**src/rtl/gtech_or_reduce_pipe_if.sv**
```systemverilog
// gtech_or_reduce_pipe_if
//   Bundles the data-side signals of gtech_or_reduce_pipe. Clock and reset
//   stay plain ports on the block itself.
//   EN   : input sample valid
//   A    : N vectors of W bits, vector i at A[i*W +: W]
//   CLR  : synchronous clear of ZS/HITS
//   Z    : OR of the most recent valid sample (holds between results)
//   ZV   : one-cycle pulse, high while Z was just updated
//   ANY  : |Z, registered with Z
//   ZS   : sticky OR of results since last CLR/reset
//   HITS : saturating count of nonzero results since last CLR/reset
interface gtech_or_reduce_pipe_if #(
  parameter int unsigned W  = 8,
  parameter int unsigned N  = 3,
  parameter int unsigned CW = 8
);
  logic             EN;
  logic [N*W-1:0]   A;
  logic             CLR;
  logic [W-1:0]     Z;
  logic             ZV;
  logic             ANY;
  logic [W-1:0]     ZS;
  logic [CW-1:0]    HITS;

  modport master (output EN, A, CLR, input Z, ZV, ANY, ZS, HITS);
  modport slave  (input EN, A, CLR, output Z, ZV, ANY, ZS, HITS);
endinterface

```
**src/rtl/gtech_or_reduce_pipe.sv**
```systemverilog
// gtech_or_reduce_pipe
//   Pipelined OR-reduction of N W-bit vectors through a registered tree of
//   FANIN-input levels, plus a sticky accumulated OR and a saturating count
//   of nonzero results.
//   CP  : clock, rising edge
//   CD  : asynchronous active-low reset (already synchronised by integrator)
//   bus : gtech_or_reduce_pipe_if.slave (EN, A, CLR in; Z, ZV, ANY, ZS, HITS out)
//   Latency L = max(1, ceil(log_FANIN(N))) cycles from the sampling edge.
module gtech_or_reduce_pipe #(
  parameter int unsigned W     = 8,
  parameter int unsigned N     = 3,
  parameter int unsigned FANIN = 2,
  parameter int unsigned CW    = 8
) (
  input  logic                  CP,
  input  logic                  CD,
  gtech_or_reduce_pipe_if.slave bus
);

  // Number of operands present at tree level k (level 0 = the N inputs).
  function automatic int unsigned lvl_cnt(input int unsigned k);
    int unsigned c;
    c = N;
    for (int unsigned i = 0; i < k; i++) c = (c + FANIN - 1) / FANIN;
    return c;
  endfunction

  function automatic int unsigned num_lvls();
    int unsigned c;
    int unsigned l;
    c = N;
    l = 0;
    while (c > 1) begin
      c = (c + FANIN - 1) / FANIN;
      l++;
    end
    return (l == 0) ? 1 : l;
  endfunction

  localparam int unsigned L = num_lvls();

  logic [W-1:0]  a_vec  [N];
  logic [W-1:0]  opnd   [L][N];      // opnd[k] feeds tree level k+1
  logic [W-1:0]  raw    [1:L][N];    // unregistered OR for each level
  logic [W-1:0]  tree_d [1:L][N];
  logic [W-1:0]  tree_q [1:L][N];
  logic [L:1]    vld_d, vld_q;
  logic          any_d, any_q;
  logic [W-1:0]  zs_d, zs_q;
  logic [CW-1:0] hits_d, hits_q;
  logic [W-1:0]  res;
  logic          res_vld;

  always_comb begin
    for (int unsigned i = 0; i < N; i++) a_vec[i] = bus.A[i*W +: W];

    for (int unsigned j = 0; j < N; j++) opnd[0][j] = a_vec[j];
    for (int unsigned k = 1; k < L; k++)
      for (int unsigned j = 0; j < N; j++) opnd[k][j] = tree_q[k][j];

    // Group j of level k ORs operands j*FANIN .. j*FANIN+FANIN-1 of level k-1;
    // a short last group simply ORs fewer operands.
    for (int unsigned k = 1; k <= L; k++) begin
      for (int unsigned j = 0; j < N; j++) begin
        raw[k][j] = '0;
        if (j < lvl_cnt(k)) begin
          for (int unsigned m = 0; m < FANIN; m++) begin
            if (j * FANIN + m < lvl_cnt(k - 1))
              raw[k][j] = raw[k][j] | opnd[k-1][j*FANIN + m];
          end
        end
      end
    end
  end

  always_comb begin
    vld_d[1] = bus.EN;
    for (int unsigned k = 2; k <= L; k++) vld_d[k] = vld_q[k-1];

    res     = raw[L][0];
    res_vld = vld_d[L];

    // Inner levels load every cycle; the final level is the Z register and
    // only loads alongside a valid result.
    for (int unsigned k = 1; k <= L; k++)
      for (int unsigned j = 0; j < N; j++)
        tree_d[k][j] = (k < L || res_vld) ? raw[k][j] : tree_q[k][j];

    any_d = res_vld ? (|res) : any_q;

    // A CLR coinciding with a result clears and loads in one step.
    if (bus.CLR) begin
      zs_d   = res_vld ? res : '0;
      hits_d = (res_vld && (res != '0)) ? CW'(1) : '0;
    end else begin
      zs_d   = res_vld ? (zs_q | res) : zs_q;
      hits_d = (res_vld && (res != '0) && (hits_q != '1)) ? hits_q + CW'(1) : hits_q;
    end
  end

  always_ff @(posedge CP or negedge CD) begin
    if (!CD) begin
      for (int unsigned k = 1; k <= L; k++)
        for (int unsigned j = 0; j < N; j++) tree_q[k][j] <= '0;
      vld_q  <= '0;
      any_q  <= 1'b0;
      zs_q   <= '0;
      hits_q <= '0;
    end else begin
      for (int unsigned k = 1; k <= L; k++)
        for (int unsigned j = 0; j < N; j++) tree_q[k][j] <= tree_d[k][j];
      vld_q  <= vld_d;
      any_q  <= any_d;
      zs_q   <= zs_d;
      hits_q <= hits_d;
    end
  end

  assign bus.Z    = tree_q[L][0];
  assign bus.ZV   = vld_q[L];
  assign bus.ANY  = any_q;
  assign bus.ZS   = zs_q;
  assign bus.HITS = hits_q;

endmodule
```
**src/flat_wrapper.sv**
```systemverilog
// flat-port wrapper written by rule: the top's interface ports become plain ports
module gtech_or_reduce_pipe_flat 
#(
  parameter int unsigned W     = 8,
  parameter int unsigned N     = 3,
  parameter int unsigned FANIN = 2,
  parameter int unsigned CW    = 8
)
  (CP, CD, bus_EN, bus_A, bus_CLR, bus_Z, bus_ZV, bus_ANY, bus_ZS, bus_HITS);
  gtech_or_reduce_pipe_if #(.W(W), .N(N), .CW(CW)) bus_i ();
  input  logic CP;
  input  logic CD;
  input wire logic [$bits(bus_i.EN)-1:0] bus_EN;
  input wire logic [$bits(bus_i.A)-1:0] bus_A;
  input wire logic [$bits(bus_i.CLR)-1:0] bus_CLR;
  output wire logic [$bits(bus_i.Z)-1:0] bus_Z;
  output wire logic [$bits(bus_i.ZV)-1:0] bus_ZV;
  output wire logic [$bits(bus_i.ANY)-1:0] bus_ANY;
  output wire logic [$bits(bus_i.ZS)-1:0] bus_ZS;
  output wire logic [$bits(bus_i.HITS)-1:0] bus_HITS;
  assign bus_i.EN = bus_EN;
  assign bus_i.A = bus_A;
  assign bus_i.CLR = bus_CLR;
  assign bus_Z = bus_i.Z;
  assign bus_ZV = bus_i.ZV;
  assign bus_ANY = bus_i.ANY;
  assign bus_ZS = bus_i.ZS;
  assign bus_HITS = bus_i.HITS;
  gtech_or_reduce_pipe #(.W(W), .N(N), .FANIN(FANIN), .CW(CW)) u_core (.CP(CP), .CD(CD), .bus(bus_i));
endmodule
```
**config.mk**
```make
export PLATFORM = sky130hd
export DESIGN_NAME = gtech_or_reduce_pipe_flat
export DESIGN_NICKNAME = d
export VERILOG_FILES = /design/src/rtl/gtech_or_reduce_pipe_if.sv /design/src/rtl/gtech_or_reduce_pipe.sv /design/src/flat_wrapper.sv
export SDC_FILE = /design/constraint.sdc
export NUM_CORES = 1
export LEC_CHECK = 0
export ABC_AREA = 1
export CORE_AREA = 5 5 73 75
export CTS_CLUSTER_DIAMETER = 100
export DETAILED_ROUTE_END_ITERATION = 12
export DIE_AREA = 0 0 78 80
export PLACE_DENSITY = 0.64
export SYNTH_ARGS = -nofsm -noshare
export SYNTH_HDL_FRONTEND = slang
export SYNTH_SLANG_ARGS = --single-unit
```
**constraint.sdc**
```tcl
create_clock -name CP -period 1.8 [get_ports CP]
set_input_delay 0.54 -clock CP [delete_from_list [all_inputs] [get_ports CP]]
set_output_delay 0.54 -clock CP [all_outputs]
set_load 0.01 [all_outputs]
```
-- Word-level counts from Yosys, hierarchy flattened
Cells that the tools add are included.
- bits in registers: 43
- latch bits: 0
- RAM bits: 0
- ROM bits: 0
- bits of input ports: 28
- output and inout bits: 26
- word-level logic and storage cells: 24
- memories kept: 0
- $add $sub $neg: 1
- $mul: 0
- divide/modulo/power cells: 0
- $lt $le $gt $ge: 0
- equal/unequal tests: 1
- shift operators: 0
- muxes and demuxes: 6
- bitwise gates (word level): 3
- reduce and logical (&&, ||, !) cells: 6
- operators with widths (cell ; count):
    $mux W8 ; 5
    $or A8 B8 Y8 ; 3
    $add A8 B1 Y8 const B ; 1
    $ne A8 B8 Y1 const B ; 1
    $reduce_bool A8 Y1 ; 1
    $reduce_or A8 Y1 ; 1
    $reduce_bool A2 Y1 ; 2
    $logic_and A1 B1 Y1 ; 2
    $mux W1 ; 1

-- Depth between registers and ports, before layout
- word-level depth: 6
- depth in mapped cells: 8
- depth with buffers taken out: 8

-- Worst setup path before layout
No wires, ideal clock.
- kind: register to register
- start point: reg u_core.hits_q[0], in the netlist u_core.bus.HITS[0]
- end point: reg u_core.hits_q[3], in the netlist u_core.bus.HITS[3]
- setup time: 117 ps
- data arrival time: 1197 ps
- required time: 1683 ps
- setup slack: 487 ps
- stages on the path, launching flop included: 9
- buffers on the path: 0
- period minus slack after synthesis: 1313 ps
- cell sequence: dfrtp_1 > ha_1 > nand2_1 > inv_1 > nand4_2 > nand3_4 > nand2_4 > nand2_1 > nand2_1
- longest elaborated chain between the ends: 3
- elaborated cells between the ends (all ways): 6
- those cells by class: 1 x add/sub; 1 x eq/ne; 2 x mux; 2 x reduce/logical
- RTL lines (element ; line ; text):
    from (decl) ; gtech_or_reduce_pipe.sv:50 ; logic [CW-1:0] hits_d, hits_q;
    from (signal assigned) ; gtech_or_reduce_pipe.sv:115 ; hits_q <= hits_d;
    $add A8 B1 Y8 / $ne A8 B8 Y1 (equally long branches) ; gtech_or_reduce_pipe.sv:97 ; hits_d = (res_vld && (res != '0) && (hits_q != '1)) ? hits_q + CW'(1) : hits_q;
    $mux W8 / $logic_and A1 B1 Y1 (equally long branches) ; gtech_or_reduce_pipe.sv:97 ;
    $mux W8 / $reduce_bool A2 Y1 (equally long branches) ; -- ;
Several ways; a longest one is shown, not always the timed one. The select of a mux whose other input is x is not followed.
A chain may end at the register's enable or synchronous reset.

-- Worst setup path after layout
- start point: reg u_core.hits_q[0], in the netlist u_core.bus.HITS[0]
- end point: out bus_HITS[0]
- RTL lines (element ; line ; text):
    to (decl) ; flat_wrapper.sv:20 ; output wire logic [$bits(bus_i.HITS)-1:0] bus_HITS;
No word-level cell between the ends.

==> results.py <==
metrics = {
    "pwr": {
        "netSwitchingPower_mw": 0.483,
        "vdd_drop_max_v": 0.000429,
        "combPwrFrac_pct": 14.1,
        "clock_power_share_pct": 35.8,
        "finalPower_mw": 2.13,
        "p_sw_share_pct": 22.6,
        "internal-power_mw": 1.65,
        "p_seq_share_pct": 50.1,
        "power.density_nw_per_um2": 860,
        "power.leakage_nw": 1.20,
    },
    "timing": {
        "slew_headroom_pct": 59.3,
        "hold_viol": 0,
        "maxSlewViolCount": 0,
        "setup_tns_ns": 0,
        "clock.fmax_mhz": 573,
        "worst_pin_slew_ns": 0.610,
        "setup_viol": 0,
        "post-route-period-util_pct": 97.0,
        "min_period_ns": 1.75,
        "finClkSkew_ns": 0.00493,
        "rsz0062_at_grt": "no",
    },
    "detailed_routing": {
        "drc": 0,
        "ant_nets": 0,
        "routed_wl_um": 3520,
        "first_pass_iters": 4,
        "wl_per_cell_um": 11.7,
        "via_per_inst": 4.56,
        "vias": 1374,
        "drtIter0Drc": 94,
    },
    "cts": {
        "clock_sinks": 43,
        "tritoncts": "done",
        "htreeDepth": 2,
        "cts_buffer_depth": 2,
        "clkTransAtPathRegs_ns": 0.08,
        "clk_latency_ns": 0.29,
        "cts_buffers": 5,
        "cts_hold_buffers": 0,
        "cts_root_buf": "clkbuf_8",
    },
    "synth": {
        "synth_commonest_cells": "nand2_1, dfrtp_1, o21ai_0",
        "ys_seq_area_share_pct": 63.1,
        "synthCells": 179,
        "netlist_top_cells_area": "dfrtp_1, nand2_1, o21ai_0",
        "synthArstFlopShare_pct": 100,
        "synth-edff-count": 0,
        "synth_warnings": 0,
        "ys_ff_latch": 43,
        "syn_avg_cell_area_um2": 9.53,
        "synth_top_area_share_pct": 63.1,
        "yosys.area.top_type": "dfrtp_1",
        "synth_most_common_cell": "nand2_1",
        "ys_types": 20,
        "syn_area_um2": 1710,
        "syn-num-nets": 208,
        "synth_flop_cell": "dfrtp_1",
    },
    "final_layout": {
        "final-seq-area_um2": 1080,
        "area_growth_pct": 45.5,
        "stdcell_count": 301,
        "diodes": 0,
        "drive_above_1_share_pct": 14.2,
        "fin_nets": 275,
        "design_area_um2": 2480,
        "n_fill_cell": 430,
        "finish.utilization_pct": 54.0,
        "multiInputGateArea_um2": 544,
    },
    "worst_setup_path": {
        "rr_worst_depth": 9,
        "crit_family": "buffers and inverters",
        "rr_endpoint": "u_core.bus.HITS[5]",
        "end_kind": "output port",
        "cp.required_ns": 1.26,
        "crit_chain": "clkdlybuf4s50_1",
        "worst-r2r-setup-slack_ns": 0.22,
        "arrival_ns": 1.21,
        "crit_buf_inv": 1,
        "slowest_delay_ns": 0.54,
        "crit_type": "flip-flop to output port",
        "r2r-start": "u_core.bus.HITS[0]",
        "start_kind": "flip-flop",
        "critPathSlowestCell": "clkdlybuf4s50_1",
        "path_max_fanout": 2,
    },
    "place": {
        "port-buffer-count": 53,
        "dp_hpwl_um": 2560,
        "dpl_cell_area_um2": 2310,
        "place_inst": 287,
        "gp_congestion": 0.821,
    },
    "floorplan": {
        "die_w_um": 78,
        "rows": 25,
        "initial_core_util_pct": 37.1,
        "num_io_pins": 54,
        "die_area_um2": 6240,
        "die_h_um": 80,
        "core_um2": 4600,
    },
    "grt": {
        "grt_overflow": 0,
        "grt_pass1_wl_um": 5950,
        "grt_usage_pct": 12.1,
        "antenna_found_initial": 0,
        "first_global_vias": 1336,
        "grt_max_degree": 44,
    },
    "min_path": {
        "hold_path_class": "primary input to asynchronous set/reset pin",
    },
    "run": {
        "drv_cap": 0,
    },
    "status": {
        "status": "completed",
    },
}
metrics by stage:
step                      setup slack [ns]  hold slack, ns
after floorplan                      0.487           0.244
after global placement               0.191           0.467
after detailed placement             0.171           0.467
after CTS                           0.0278           0.314
after global routing               0.00450           0.352
final                               0.0545           0.288
power by group through the flow:
stage | sequential (mW) | combinational, mW | clock [mW]
4_1_cts | 1.07 | 0.308 | 0.796
3_5_place_dp | 1.10 | 0.293 | 0
3_3_place_gp | 1.09 | 0.290 | 0
5_1_grt | 1.08 | 0.332 | 0.826
6_report | 1.07 | 0.300 | 0.764
2_1_floorplan | 1.11 | 0.0849 | 0
final cells by class:
cell class | count | share of cell area (%)
clock buffer | 6 | 3.33
clock inverter | 2 | 1.41
inverter | 19 | 2.87
multi-input combinational | 114 | 21.9
sequential | 43 | 43.4
tap | 54 | 2.72
timing repair buffer | 63 | 24.3
logic make-up (layout without fill, tap and decap cells):
kind of cell | after synthesis | in the layout | synth area share [%]
adders and majority gates | 1 | 1 | 0.734
and+or+nand+nor | 91 | 91 | 24.5
DFF | 43 | 43 | 63.1
xor gates and xnor gates | 1 | 1 | 0.514
buffers and inverters | 22 | 90 | 4.99
AOI/OAI and AO/OA | 21 | 21 | 6.16
worst reg2reg max path, stage by stage (launching register included):
cell and delay, ns:
dfrtp_1 0.40, buf_4 0.15, ha_1 0.20, nand2_1 0.13, inv_1 0.09, nand4_2 0.12
nand3_4 0.15, nand2_4 0.16, nand2_1 0.07, nand2_1 0.06
worst max-delay path by stage:
stage	from	to	cells past startpoint
floorplan	u_core.bus.HITS[0]	u_core.bus.HITS[3]	8
global placement	bus_CLR	u_core.bus.HITS[1]	5
detailed placement	bus_CLR	u_core.bus.ZS[2]	5
CTS	u_core.bus.HITS[7]	bus_HITS[7]	1
global route	u_core.bus.ZS[3]	bus_ZS[3]	1
finish	u_core.bus.HITS[0]	bus_HITS[0]	1
layout by cell type (no fill, tap or decap):
master,count
nor3_1,4
dlygate4sd2_1,2
inv_2,1
a21oi_1,2
nand3_1,9
nand2_1,45
nor2_2,1
clkbuf_8,6
nand2_4,1
or2_2,9
xnor2_1,1
buf_2,1
clkdlybuf4s50_1,48
nand4_2,1
o21ai_0,19
dlymetal6s2s_1,2
dfrtp_1,42
dfrtp_2,1
clkinv_2,1
nand2_2,1
nand4_1,1
inv_1,18
bufinv_16,1
nand3_4,1
buf_4,10
nor2_1,18
ha_1,1
state kept, by name, indices dropped and copies added (netlist names):
signal,count
u_core.bus.ZS,8
u_core.bus.HITS,8
u_core.vld_q,2
u_core.opnd,16
u_core.bus.ANY,1
u_core.bus.Z,8
layer usage:
layer | track usage, % | vias to the layer above | wire (µm)
li1 | - | 692 | -
met1 | 14.5 | 629 | 1440
met2 | 19.9 | 44 | 1710
met3 | 3.84 | 9 | 273
met4 | 5.74 | 0 | 89
met5 | 0 | - | 0
timing repair:
item                                    4_1_cts  5_1_grt
buffers inserted                              6        0
gates resized for setup                       3        2
endpoints found under the setup margin        8        2
hold endpoints to repair                      0        0
Power figures use the tool's default switching activity.
